File: config.mk
export PLATFORM = sky130hd
export DESIGN_NAME = tt_sweep_capture
export DESIGN_NICKNAME = d
export VERILOG_FILES = /design/src/rtl/tt_sweep_capture.sv
export SDC_FILE = /design/constraint.sdc
export NUM_CORES = 1
export LEC_CHECK = 0
export ABC_CLOCK_PERIOD_IN_PS = 3100
export CORE_MARGIN = 5
export CORE_UTILIZATION = 26
export CTS_CLUSTER_DIAMETER = 120
export DETAILED_ROUTE_END_ITERATION = 16
export MAX_ROUTING_LAYER = met4
export SLEW_MARGIN = 20
export SYNTH_ARGS = -nofsm -noshare
export SYNTH_HDL_FRONTEND = slang
export SYNTH_SLANG_ARGS = --single-unit
File: constraint.sdc
create_clock -name clk -period 3.1 [get_ports clk]
set_input_delay 0.31 -clock clk [delete_from_list [all_inputs] [get_ports clk]]
set_output_delay 0.31 -clock clk [all_outputs]
set_load 0.01 [all_outputs]
File: src/rtl/tt_sweep_capture.sv
// tt_sweep_capture: clocked stimulus-and-capture stage for combinational
// exercise circuits. It walks every input vector of an N_IN-input circuit in
// ascending order, waits SETTLE cycles per vector, and records the sampled
// output into a truth-table bitmap.
// Optional build macro TT_SWEEP_CHECK_EN adds comparison against exp_table
// with mismatch flag, saturating mismatch count and first-mismatch index.
module tt_sweep_capture #(
    parameter int N_IN   = 4,
    parameter int SETTLE = 1
) (
    input  logic                   clk,
    input  logic                   rst_n,
    input  logic                   start,
    input  logic                   dut_y,
    input  logic [(1<<N_IN)-1:0]   exp_table,
    output logic [N_IN-1:0]        vec_out,
    output logic                   busy,
    output logic                   done,
    output logic [(1<<N_IN)-1:0]   table_out,
    output logic                   err,
    output logic [N_IN:0]          err_cnt,
    output logic [N_IN-1:0]        first_err
);

    localparam logic [1:0] S_IDLE   = 2'd0;
    localparam logic [1:0] S_WAIT   = 2'd1;
    localparam logic [1:0] S_SAMPLE = 2'd2;
    localparam logic [1:0] S_DONE   = 2'd3;

    // Last vector of the sweep; the terminal compare stops vec_out here.
    localparam logic [N_IN-1:0] VEC_LAST    = {N_IN{1'b1}};
    // Counter value on which the settle wait ends (unused when SETTLE is 0).
    localparam logic [2:0]      SETTLE_LAST = (SETTLE > 0) ? 3'(SETTLE - 1) : 3'd0;
    // With no settle time a new vector is sampled on the very next edge.
    localparam logic [1:0]      S_NEXT_VEC  = (SETTLE == 0) ? S_SAMPLE : S_WAIT;

    logic [1:0] state;
    logic [2:0] settle_cnt;

    assign busy = (state != S_IDLE);
    assign done = (state == S_DONE);

    // Sweep sequencer: vector stepping, settle timing and table capture.
    always_ff @(posedge clk or negedge rst_n) begin
        if (!rst_n) begin
            state      <= S_IDLE;
            vec_out    <= '0;
            settle_cnt <= '0;
            table_out  <= '0;
        end else begin
            case (state)
                S_IDLE: begin
                    if (start) begin
                        table_out  <= '0;
                        vec_out    <= '0;
                        settle_cnt <= '0;
                        state      <= S_NEXT_VEC;
                    end
                end
                S_WAIT: begin
                    if (settle_cnt == SETTLE_LAST) begin
                        settle_cnt <= '0;
                        state      <= S_SAMPLE;
                    end else begin
                        settle_cnt <= settle_cnt + 3'd1;
                    end
                end
                S_SAMPLE: begin
                    table_out[vec_out] <= dut_y;
                    if (vec_out == VEC_LAST) begin
                        state <= S_DONE;
                    end else begin
                        vec_out <= vec_out + 1'b1;
                        state   <= S_NEXT_VEC;
                    end
                end
                default: begin
                    state <= S_IDLE;
                end
            endcase
        end
    end

`ifdef TT_SWEEP_CHECK_EN

    // Largest possible mismatch count: every vector of the sweep wrong.
    localparam logic [N_IN:0] ERR_MAX = {1'b1, {N_IN{1'b0}}};

    function automatic logic [N_IN:0] sat_inc(input logic [N_IN:0] v);
        return (v == ERR_MAX) ? v : v + 1'b1;
    endfunction

    logic mismatch;
    assign mismatch = (dut_y != exp_table[vec_out]);

    // Mismatch bookkeeping, cleared on sweep start and updated at each sample.
    always_ff @(posedge clk or negedge rst_n) begin
        if (!rst_n) begin
            err       <= 1'b0;
            err_cnt   <= '0;
            first_err <= '0;
        end else if (state == S_IDLE && start) begin
            err       <= 1'b0;
            err_cnt   <= '0;
            first_err <= '0;
        end else if (state == S_SAMPLE && mismatch) begin
            err     <= 1'b1;
            err_cnt <= sat_inc(err_cnt);
            if (!err) begin
                first_err <= vec_out;
            end
        end
    end

`else

    // Capture-only build: no comparison, expected table is ignored.
    logic unused_exp_table;
    assign unused_exp_table = ^exp_table;

    assign err       = 1'b0;
    assign err_cnt   = '0;
    assign first_err = '0;

`endif

endmodule

==> results of run 1 <==
## kinds of logic after synthesis
family	share of synthesized area
AO/OA/AOI/OAI	0.150
other	0.00262
AND/OR/NAND/NOR	0.251
adder cells (fa/ha/maj)	0.0524
flip-flops	0.436
buffers and inverters	0.107
## layout make-up
type | instances | area, sq um | area share
tap | 72 | 90.1 | 0.0520
sequential | 25 | 626 | 0.361
clock inverter | 1 | 7.51 | 0.00433
inverter | 6 | 22.5 | 0.0130
clock buffer | 3 | 41.3 | 0.0238
multi-input combinational | 112 | 688 | 0.397
timing repair buffer | 26 | 258 | 0.149
## power by group through the flow
stage / Sequential (uW) / Clock, uW / Combinational [uW]
2_1_floorplan: 452 / 0 / 259
3_3_place_gp: 491 / 0 / 359
3_5_place_dp: 492 / 0 / 362
4_1_cts: 485 / 207 / 364
5_1_grt: 503 / 218 / 402
6_report: 486 / 202 / 358
## placed cells by master (no fill, tap or decap), types with 2 or more instances in the layout
cell type        count
clkbuf_8             3
and3b_1              4
nor2_1               2
o211ai_1            15
nand3_1             17
inv_1                6
nand3b_1             4
nand2b_1             4
dfrtp_1             25
nand4_1              4
ha_1                 6
conb_1              10
nand2_1             21
o311ai_0             4
clkdlybuf4s50_1     25
o21ai_0              3
nor2b_1              5
## worst max-delay path, stage by stage, from the launching register on
cell	delay, ns
dfrtp_1	0.70
and2_1	0.21
clkdlybuf4s50_1	0.53
## routing by layer
| layer | wire [um] | track usage | share of wire |
|---|---|---|---|
| met5 | 0 | - | 0 |
| met4 | 33 | 0.0307 | 0.010 |
| met3 | 178 | 0.0285 | 0.055 |
| met2 | 1400 | 0.152 | 0.43 |
| met1 | 1610 | 0.126 | 0.50 |
## sequential cells by signal, summed over array words and instances, names as in the netlist
register    cells
vec_out         4
table_out      16
state           2
settle_cnt      3
## stage by stage
stage	instance area (sq um)	instances	power (uW)	hold WS (ns)	setup WS, ns
2_1_floorplan	1470	162	711	0.0144	1.73
3_3_place_gp	1680	241	850	0.510	1.17
3_5_place_dp	1680	241	854	0.520	1.17
4_1_cts	1730	245	1060	0.404	1.08
5_1_grt	1730	245	1120	0.434	0.965
6_report	1730	245	1050	0.387	1.08
## worst min-delay path by stage
stage,startpoint,depth (start not counted),slack (ns),endpoint
after floorplan,rst_n,0,0.01,settle_cnt[0]$_DFFE_PN0P_
after global placement,table_out[13]$_DFFE_PN0P_,2,0.51,table_out[13]$_DFFE_PN0P_
after detailed placement,table_out[13]$_DFFE_PN0P_,2,0.52,table_out[13]$_DFFE_PN0P_
after CTS,rst_n,2,0.40,table_out[14]$_DFFE_PN0P_
after global routing,rst_n,2,0.43,table_out[14]$_DFFE_PN0P_
final,rst_n,2,0.39,table_out[14]$_DFFE_PN0P_
==> qor.yml, run 1 <==
worstRegToRegCells: 3
grt_pass1_vias: 1177
drc: 0
ctsResizeCount: 0
power.density_nw_per_um2: 604
worst_pin_slew_ns: 0.597
die-area_sq_um: 7100
final.setup.tns_ns: 0
wl_per_cell_um: 13.1
gp_congestion: 0.767
ff2ff_setup_slack_ns: 1.38
yosys.cell_types.count: 31
wirelength_mm: 3.22
syn_area_per_cell_sq_um: 9.37
fillers: 575
clkSinkCount: 25
yosysMostFrequentCell: "dfrtp_1"
crit_path_end_kind: "primary output"
cts_tree: "yes"
relSlewSlack: 0.602
synth_seq_area_share: 0.436
p_int_uw: 649
period_share: 0.652
grt_antenna_before_repair: 0
irDropWorstVdd_mv: 0.427
slew_viol_final: 0
pwr-share-comb: 0.342
fin_crit_ns: 2.02
grtUsageTotal: 0.0991
yosys.area.top_type_share: 0.436
coreArea_sq_um: 5440
initial_utilization: 0.264
grt_pass1_wl_mm: 5.62
area.growth.synth_to_final_pct: 20.9
io_buffers: 25
status: "finished, final reports clean"
cp-start-kind: "flop"
yosys.area.top_type: "dfrtp_1"
ant_nets: 0
synthTopCellsByCount: "dfrtp_1, nand2_1, nand3_1"
drtIter0Drc: 59
synthArstFlopShare: 1.00
cts_max_level: 1
maxCapViolations: 0
synth_edf_count: 0
synthCells: 153
final_net_count: 200
synth_seq_cells: 25
critical_path.endpoint: "done"
rows: 27
synth_ff_type: "dfrtp_1"
crit_start: "state[1]$_DFFE_PN0P_"
fin_util: 0.319
seqPwrFrac: 0.465
skew_ns: 0.00955
clkPwrFrac: 0.193
critical_path_class: "flop to primary output"
drt_pass1_iterations: 4
fmax_mhz: 494
cts-root-buf: "clkbuf_8"
crit_fanout: 20
viasPerCell: 4.64
fp.dieW_um: 84.3
arrival_ns: 1.71
hold_viol: 0
path_clk_slew_ns: 0.10
power_leakage_uw: 0.000797
grt_max_degree: 26
hold_path.class: "input pin to asynchronous set/reset pin"
crit_required_ns: 2.79
synth_area_sq_um: 1430
switchingPower_uw: 397
post_cts_buffers: 0
p_sw_frac: 0.379
globalRoute.totalOverflow: 0
setup_violations: 0
r2r_start: "state[1]$_DFFE_PN0P_"
netlist_top_cells_area: "dfrtp_1, o211ai_1, nand3_1"
rsz0062_at_grt: "false"
drive_gt1_frac: 0.0347
ys_warn_count: 0
cts_hold_buf: 0
clockBufferDepth: 2
hpwl_mm: 2.32
chipHeight_um: 84.3
r2r-end: "table_out[0]$_DFFE_PN0P_"
io_pins: 52
antenna_cells: 0
numCtsBuffers: 3
vias: 1137
clk_latency_ns: 0.28
(Power assumes the default switching activity.)
==> inputs of run 2 (changes only) <==
- ABC_CLOCK_PERIOD_IN_PS: 3100 -> 2100
- clock period: 3.1 -> 2.1 ns (I/O delays scaled with it)
==> run 2 against run 1 <==
Against the previous run: utilization rose by 0.14 points; clock-buffer cell count unchanged; clock skew fell by 0.0045 ns; combinational power grew 55%; cell count grew 0.41%; critical path depth did not move; clock power grew 46%; hold slack got worse by 0.092 ns; global-route usage down 0.21 points; sequential power rose by 45%; via count increased by 0.26%; largest cell class unchanged; critical path type unchanged.
==> qor.yml, run 2 (same netlist as run 1, synthesis figures left out) <==
drtIter0Drc: 41
setup_violations: 0
cts_max_level: 1
ff2ff_setup_slack_ns: 0.38
period_share: 0.886
path_clk_slew_ns: 0.09
crit_path_end_kind: "primary output"
hpwl_mm: 2.35
globalRoute.totalOverflow: 0
critical_path_class: "flop to primary output"
relSlewSlack: 0.565
slowest_stage: "dfrtp_1"
numCtsBuffers: 3
coreArea_sq_um: 5440
maxCapViolations: 0
fin_crit_ns: 1.86
rows: 27
drc: 0
irDropWorstVdd_mv: 0.450
arrival_ns: 1.65
layout_common_cells: "clkdlybuf4s50_1, dfrtp_1, nand2_1"
antenna_cells: 0
top_regs: "table_out: 16 flops, vec_out: 4 flops, settle_cnt: 3 flops"
chipHeight_um: 84.3
cp-start-kind: "flop"
fin_util: 0.320
power.density_nw_per_um2: 893
drt_pass1_iterations: 4
wl_per_cell_um: 13.5
r2r-end: "vec_out[0]$_DFFE_PN0P_"
clkSinkCount: 25
slew_viol_final: 0
hold_viol: 0
grt_max_degree: 26
hold_path.class: "input pin to asynchronous set/reset pin"
die-area_sq_um: 7100
viasPerCell: 4.63
rsz0062_at_grt: "false"
r2r_start: "state[0]$_DFFE_PN0P_"
fmax_mhz: 538
ctsResizeCount: 0
worst_pin_slew_ns: 0.652
wirelength_mm: 3.32
largest_reg_flops: 16
clk_latency_ns: 0.27
top_register: "table_out"
vias: 1140
crit_required_ns: 1.89
clockBufferDepth: 2
fp.dieW_um: 84.3
grtUsageTotal: 0.0970
status: "finished, final reports clean"
drive_gt1_frac: 0.0402
io_pins: 52
initial_utilization: 0.264
area.growth.synth_to_final_pct: 21.4
post_cts_buffers: 0
power_leakage_uw: 0.000803
skew_ns: 0.00509
ant_nets: 0
io_buffers: 25
critPathMaxStageDelay_ns: 0.55
fillers: 576
grt_antenna_before_repair: 0
cts-root-buf: "clkbuf_8"
crit_path_cell_trace: "or2_2 -> clkdlybuf4s50_1"
grt_pass1_vias: 1165
final_net_count: 201
crit_fanout: 18
worstRegToRegCells: 3
cts_hold_buf: 0
gp_congestion: 0.804
final.setup.tns_ns: 0
cts_tree: "yes"
grt_pass1_wl_mm: 5.58
## run 2: cell types whose count changed in the layout (fill, tap and decap cells not counted)
cell	before	now
buf_4	1	2
## run 2: layout make-up
cell class / count / area, sq um / share of cell area
tap: 72 / 90.1 / 0.0518
timing repair buffer: 27 / 265 / 0.152
sequential: 25 / 626 / 0.359
clock inverter: 1 / 7.51 / 0.00431
multi-input combinational: 112 / 688 / 0.395
inverter: 6 / 22.5 / 0.0129
clock buffer: 3 / 41.3 / 0.0237
## run 2: stage by stage
step | setup WS (ns) | power [uW] | cell area, sq um | hold slack, ns | instances
floorplan | 0.727 | 1050 | 1470 | -0.0856 | 162
global placement | 0.264 | 1260 | 1690 | 0.510 | 242
detailed placement | 0.264 | 1270 | 1690 | 0.518 | 242
CTS | 0.241 | 1570 | 1740 | 0.296 | 246
global route | 0.146 | 1670 | 1740 | 0.307 | 246
finish | 0.240 | 1560 | 1740 | 0.295 | 246
## run 2: how the worst max path moves through the flow
stage	start	to	slack, ns	cells past startpoint
2_1_floorplan	state[1]$_DFFE_PN0P_	table_out[5]$_DFFE_PN0P_	0.73	6
3_3_place_gp	start	table_out[0]$_DFFE_PN0P_	0.26	4
3_5_place_dp	start	table_out[2]$_DFFE_PN0P_	0.26	4
4_1_cts	state[0]$_DFFE_PN0P_	busy	0.24	2
5_1_grt	state[0]$_DFFE_PN0P_	busy	0.15	2
6_report	state[0]$_DFFE_PN0P_	busy	0.24	2
## run 2: routing by layer
layer	track usage	part of all wire	wire, um	vias to the layer above
li1	-	-	-	569
met1	0.125	0.51	1690	541
met5	-	0	0	-
met3	0.0255	0.046	152	2
met2	0.156	0.44	1450	28
met4	0.0146	0.0066	22	0
## run 2: report_power, final
| part | switching, uW | internal (uW) | leakage [uW] | total, uW |
|---|---|---|---|---|
| registers | 148 | 557 | 0.000342 | 705 |
| logic | 282 | 275 | 0.000439 | 556 |
| clock network | 159 | 134 | 0.0000217 | 294 |
| total | 589 | 966 | 0.000803 | 1560 |
## run 2: worst max-delay path, delay by kind of cell (launching register included)
family        cells  cell delay, ns
buf+inv           1            0.48
flops             1            0.55
simple gates      1            0.36
==> inputs of run 3 (changes only) <==
- CORE_ASPECT_RATIO: not set -> 1.75
- PLACE_DENSITY_LB_ADDON: not set -> 0.3
==> run 3 against run 2 <==
Against the previous run: critical path depth unchanged; global-route usage increased by 0.47 points; clock power about the same; cell count increased by 0.81%; power decreased by 0.54%; sequential cell count unchanged; largest cell class unchanged; die area increased by 0.83%; sequential share of layout area about the same; combinational power decreased by 0.7%; via count increased by 0.18%; utilization increased by 0.82 points; first-iteration DRC count decreased by 63%.
==> qor.yml, run 3 (same netlist as run 1, synthesis figures left out) <==
cts-root-buf: "clkbuf_8"
area.growth.synth_to_final_pct: 21.3
gp_congestion: 0.753
io_pins: 52
crit_family: "flip-flops"
globalRoute.totalOverflow: 0
antenna_cells: 0
hold_path.class: "input pin to asynchronous set/reset pin"
cts_max_level: 1
r2r_start: "state[0]$_DFFE_PN0P_"
hold_viol: 0
post_cts_buffers: 0
fin_util: 0.328
drt_pass1_iterations: 4
status: "finished, final reports clean"
initial_utilization: 0.271
top_regs: "table_out: 16 flops, vec_out: 4 flops, settle_cnt: 3 flops"
ff2ff_setup_slack_ns: 0.40
largest_reg_flops: 16
crit_fanout: 18
viasPerCell: 4.60
fillers: 560
setup_violations: 0
fp.dieW_um: 66.1
coreArea_sq_um: 5300
slew_viol_final: 0
r2r-end: "table_out[3]$_DFFE_PN0P_"
final_net_count: 201
crit_path_end_kind: "primary output"
io_buffers: 25
period_share: 0.888
grt_antenna_before_repair: 0
grtUsageTotal: 0.102
crit_path_cell_trace: "or2_2 -> clkdlybuf4s50_1"
drc: 0
power_leakage_uw: 0.000804
irDropWorstVdd_mv: 0.514
final.setup.tns_ns: 0
ctsResizeCount: 0
path_clk_slew_ns: 0.09
worst_pin_slew_ns: 0.593
rsz0062_at_grt: "false"
clk_latency_ns: 0.27
skew_ns: 0.00257
ant_nets: 0
grt_pass1_vias: 1170
grt_pass1_wl_mm: 5.55
critical_path_class: "flop to primary output"
chipHeight_um: 108
top_register: "table_out"
clkSinkCount: 25
cts_tree: "yes"
clockBufferDepth: 2
numCtsBuffers: 3
cts_hold_buf: 0
crit_required_ns: 1.89
rows: 35
die-area_sq_um: 7160
cp-start-kind: "flop"
drtIter0Drc: 15
layout_common_cells: "clkdlybuf4s50_1, dfrtp_1, nand2_1"
grt_max_degree: 26
power.density_nw_per_um2: 889
maxCapViolations: 0
fmax_mhz: 536
critPathMaxStageDelay_ns: 0.55
hpwl_mm: 2.45
relSlewSlack: 0.605
wl_per_cell_um: 13.4
arrival_ns: 1.66
vias: 1142
slowest_stage: "dfrtp_1"
cp_num_buf_inv: 1
fin_crit_ns: 1.87
worstRegToRegCells: 3
wirelength_mm: 3.31
drive_gt1_frac: 0.0345
run 3: cell count changes in the layout (fill, tap and decap cells not counted):
cell and change:
clkbuf_1 +1, clkinvlp_4 -1
run 3: how the worst max path moves through the flow:
| stage | start | end | slack, ns | depth (start not counted) |
|---|---|---|---|---|
| final | state[0]$_DFFE_PN0P_ | busy | 0.23 | 2 |
| after global routing | state[0]$_DFFE_PN0P_ | busy | 0.15 | 2 |
| after CTS | state[0]$_DFFE_PN0P_ | busy | 0.23 | 2 |
| after detailed placement | start | table_out[3]$_DFFE_PN0P_ | 0.27 | 4 |
| after global placement | start | table_out[1]$_DFFE_PN0P_ | 0.26 | 4 |
| after floorplan | state[1]$_DFFE_PN0P_ | table_out[5]$_DFFE_PN0P_ | 0.73 | 6 |
run 3: layer usage:
layer | vias to the layer above | routed length (um) | global-route usage
met4 | 0 | 48 | 0.0407
li1 | 577 | - | -
met5 | - | 0 | -
met2 | 28 | 1740 | 0.176
met3 | 4 | 151 | 0.0125
met1 | 533 | 1370 | 0.117
run 3: stage by stage:
step | power [uW] | cells | area [sq um] | hold slack (ns) | setup slack [ns]
floorplan | 1050 | 162 | 1470 | -0.0856 | 0.727
global placement | 1270 | 244 | 1690 | 0.510 | 0.264
detailed placement | 1270 | 244 | 1690 | 0.518 | 0.273
CTS | 1570 | 248 | 1740 | 0.313 | 0.233
global route | 1660 | 248 | 1740 | 0.328 | 0.152
finish | 1550 | 248 | 1740 | 0.297 | 0.234
run 3: final cells by class:
| cell class | instances | area, sq um | share of cell area |
|---|---|---|---|
| flip-flops and latches | 25 | 626 | 0.360 |
| well taps | 74 | 92.6 | 0.0532 |
| inverters | 6 | 22.5 | 0.0129 |
| repair buffers | 27 | 265 | 0.153 |
| clock buffers | 4 | 45.0 | 0.0259 |
| multi-input cells | 112 | 688 | 0.396 |
run 3: power by group:
group	internal, uW	switching (uW)
clock	136	158
combinational	274	278
sequential	557	144
run 3: worst reg2reg max path: stages (launching register included):
cell and delay (ns):
dfrtp_1 0.55, or3b_1 0.71, o311ai_0 0.22, nand2_1 0.11
==> variant (flow settings as in run 3) <==
Build with the macro `TT_SWEEP_CHECK_EN` defined.
--- a/src/rtl/tt_sweep_capture.sv
+++ b/src/rtl/tt_sweep_capture.sv
@@ -6,2 +6,4 @@
 // with mismatch flag, saturating mismatch count and first-mismatch index.
+`define TT_SWEEP_CHECK_EN
+
 module tt_sweep_capture #(
Check against the original RTL: not equivalent (a bounded check fails within 4 cycles, from zero or initial values and one cycle with rst_n low).
==> variant against run 3 <==
The run now ends with negative setup slack left. Via count increased by 48%. Sequential cell count is 10 higher. Synthesized area up 33%. Final cell count up 39%. Final area increased by 58%. Clock power increased by 140%. Wire length rose by 57%. Critical path depth up 3. Non-clock buffer count up 36. Global-route usage increased by 2.3 points. Setup slack worse by 310 ps. Power up 79%. Critical path type is now reg2reg. Largest power group is now combinational cells.
==> variant: results (changes against run 3) <==
.. list-table::
   :header-rows: 1

   * - Metric
     - Value
   * - Maximum number of pins on one net before global-route repair
     - 36 (was 26)
   * - Met2 track demand over resource in global routing
     - 21.6% (was 17.6%)
   * - Met1 usage in global routing
     - 13.7% (was 11.7%)
   * - Category of cells accounting for the largest share of critical-path delay
     - multiplexers (was flip-flops)
   * - Violated checks
     - negative setup slack
   * - Post-layout net count
     - 285 (was 201)
   * - Worst Setup Slack post-DPL
     - -230 ps (was 273 ps)
   * - Crit path DAT
     - 2330 ps (was 1660 ps)
   * - Most frequent cells after synthesis
     - sky130_fd_sc_hd__dfrtp_1 (35), sky130_fd_sc_hd__nand2_1 (34), sky130_fd_sc_hd__nand4_1 (15) (was sky130_fd_sc_hd__dfrtp_1 (25), sky130_fd_sc_hd__nand2_1 (21), sky130_fd_sc_hd__nand3_1 (17))
   * - Worst stage delay on the critical path
     - 610 ps (was 550 ps)
   * - Via total after detailed routing
     - 1689 (was 1142)
   * - Global-route wire length before repair
     - 8.55 mm (was 5.55 mm)
   * - Crit path setup slack, layout
     - -73.2 ps (was 234 ps)
   * - Maximum fanout along the worst path
     - 5 (was 18)
   * - Area contributors post-synth
     - sky130_fd_sc_hd__dfrtp_1 (46%), sky130_fd_sc_hd__nand2_1 (6.7%), sky130_fd_sc_hd__mux4_1 (5.5%) (was sky130_fd_sc_hd__dfrtp_1 (44%), sky130_fd_sc_hd__o211ai_1 (7.9%), sky130_fd_sc_hd__nand3_1 (5.9%))
   * - Count of different cell masters after synthesis
     - 33 (was 31)
   * - Met3 track demand over resource in global routing
     - 2.44% (was 1.25%)
   * - DRT iter0 DRCs
     - 60 (was 15)
   * - Area of placed instances
     - 0.00257 mm^2 (was 0.00169 mm^2)
   * - Worst hold slack
     - 353 ps (was 297 ps)
   * - Worst flop-to-flop path endpoint
     - err_cnt[3] (was table_out[3])
   * - Detailed-routed wire length on met3
     - 181 um (was 151 um)
   * - Result of the run
     - complete, but fails checks (was complete, no violations)
   * - Setup clock skew after layout
     - 5.31 ps (was 2.57 ps)
   * - Number of setup violations in the final report
     - 9 (was 0)
   * - Portion of synthesized cell area occupied by the leading cell type
     - 45.8% (was 43.6%)
   * - Clk pin slew, worst setup/hold paths
     - 50 ps (was 90 ps)
   * - Fill cell total of the finished layout
     - 739 (was 560)
   * - Average wire length per cell after detail routing
     - 15.2 um (was 13.4 um)
   * - Global routing usage summed across all routing layers
     - 12.4% (was 10.2%)
## variant: worst max path at each step
stage,from,endpoint,slack [ps]
after CTS,vec_out[0],err_cnt[3],-70
final,vec_out[0],err_cnt[3],-70
after floorplan,vec_out[0],err_cnt[2],-130
after detailed placement,exp_table[3],err_cnt[3],-230
after global routing,vec_out[0],first_err[1],-170
after global placement,exp_table[3],err_cnt[4],-200
## variant: kinds of logic (layout without fill, tap and decap cells)
group	after synthesis	after routing	synth area share, %
buf+inv	22	82	4.84
xor+xnor	2	2	0.916
mux	9	9	9.42
compound gates	37	37	12.7
fa+ha+maj	8	8	5.23
simple gates	85	85	21.1
flops	35	35	45.8
## variant: area by class of cell
| class | instances | area, um^2 | share of cell area, % |
|---|---|---|---|
| Clock buffer | 7 | 133 | 4.83 |
| Clock inverter | 1 | 5.00 | 0.182 |
| Inverter | 11 | 41.3 | 1.50 |
| Multi-Input combinational cell | 141 | 970 | 35.3 |
| Sequential cell | 35 | 877 | 31.9 |
| Tap cell | 86 | 108 | 3.92 |
| Timing Repair Buffer | 63 | 613 | 22.3 |
## variant: timing repair
item,CTS,global route
hold buffers,0,0
setup buffers,0,0
cloned,0,0
endpoints found under the setup margin,10,9
resized for setup,5,3
pin swaps,2,0
## variant: worst register-to-register path: stages, from the launching register on
cell                      delay, ps
sky130_fd_sc_hd__dfrtp_2        430
sky130_fd_sc_hd__mux4_2         510
sky130_fd_sc_hd__mux4_2         610
sky130_fd_sc_hd__xor2_4         240
sky130_fd_sc_hd__nand3_1        120
sky130_fd_sc_hd__mux2i_1        140
## variant: power by group
group	total (mW)	switching [mW]	leakage, nW	internal (mW)
sequential	0.928	0.135	0.477	0.792
combinational	1.14	0.582	0.637	0.562
clock	0.695	0.257	0.0679	0.438
total	2.77	0.975	1.18	1.79
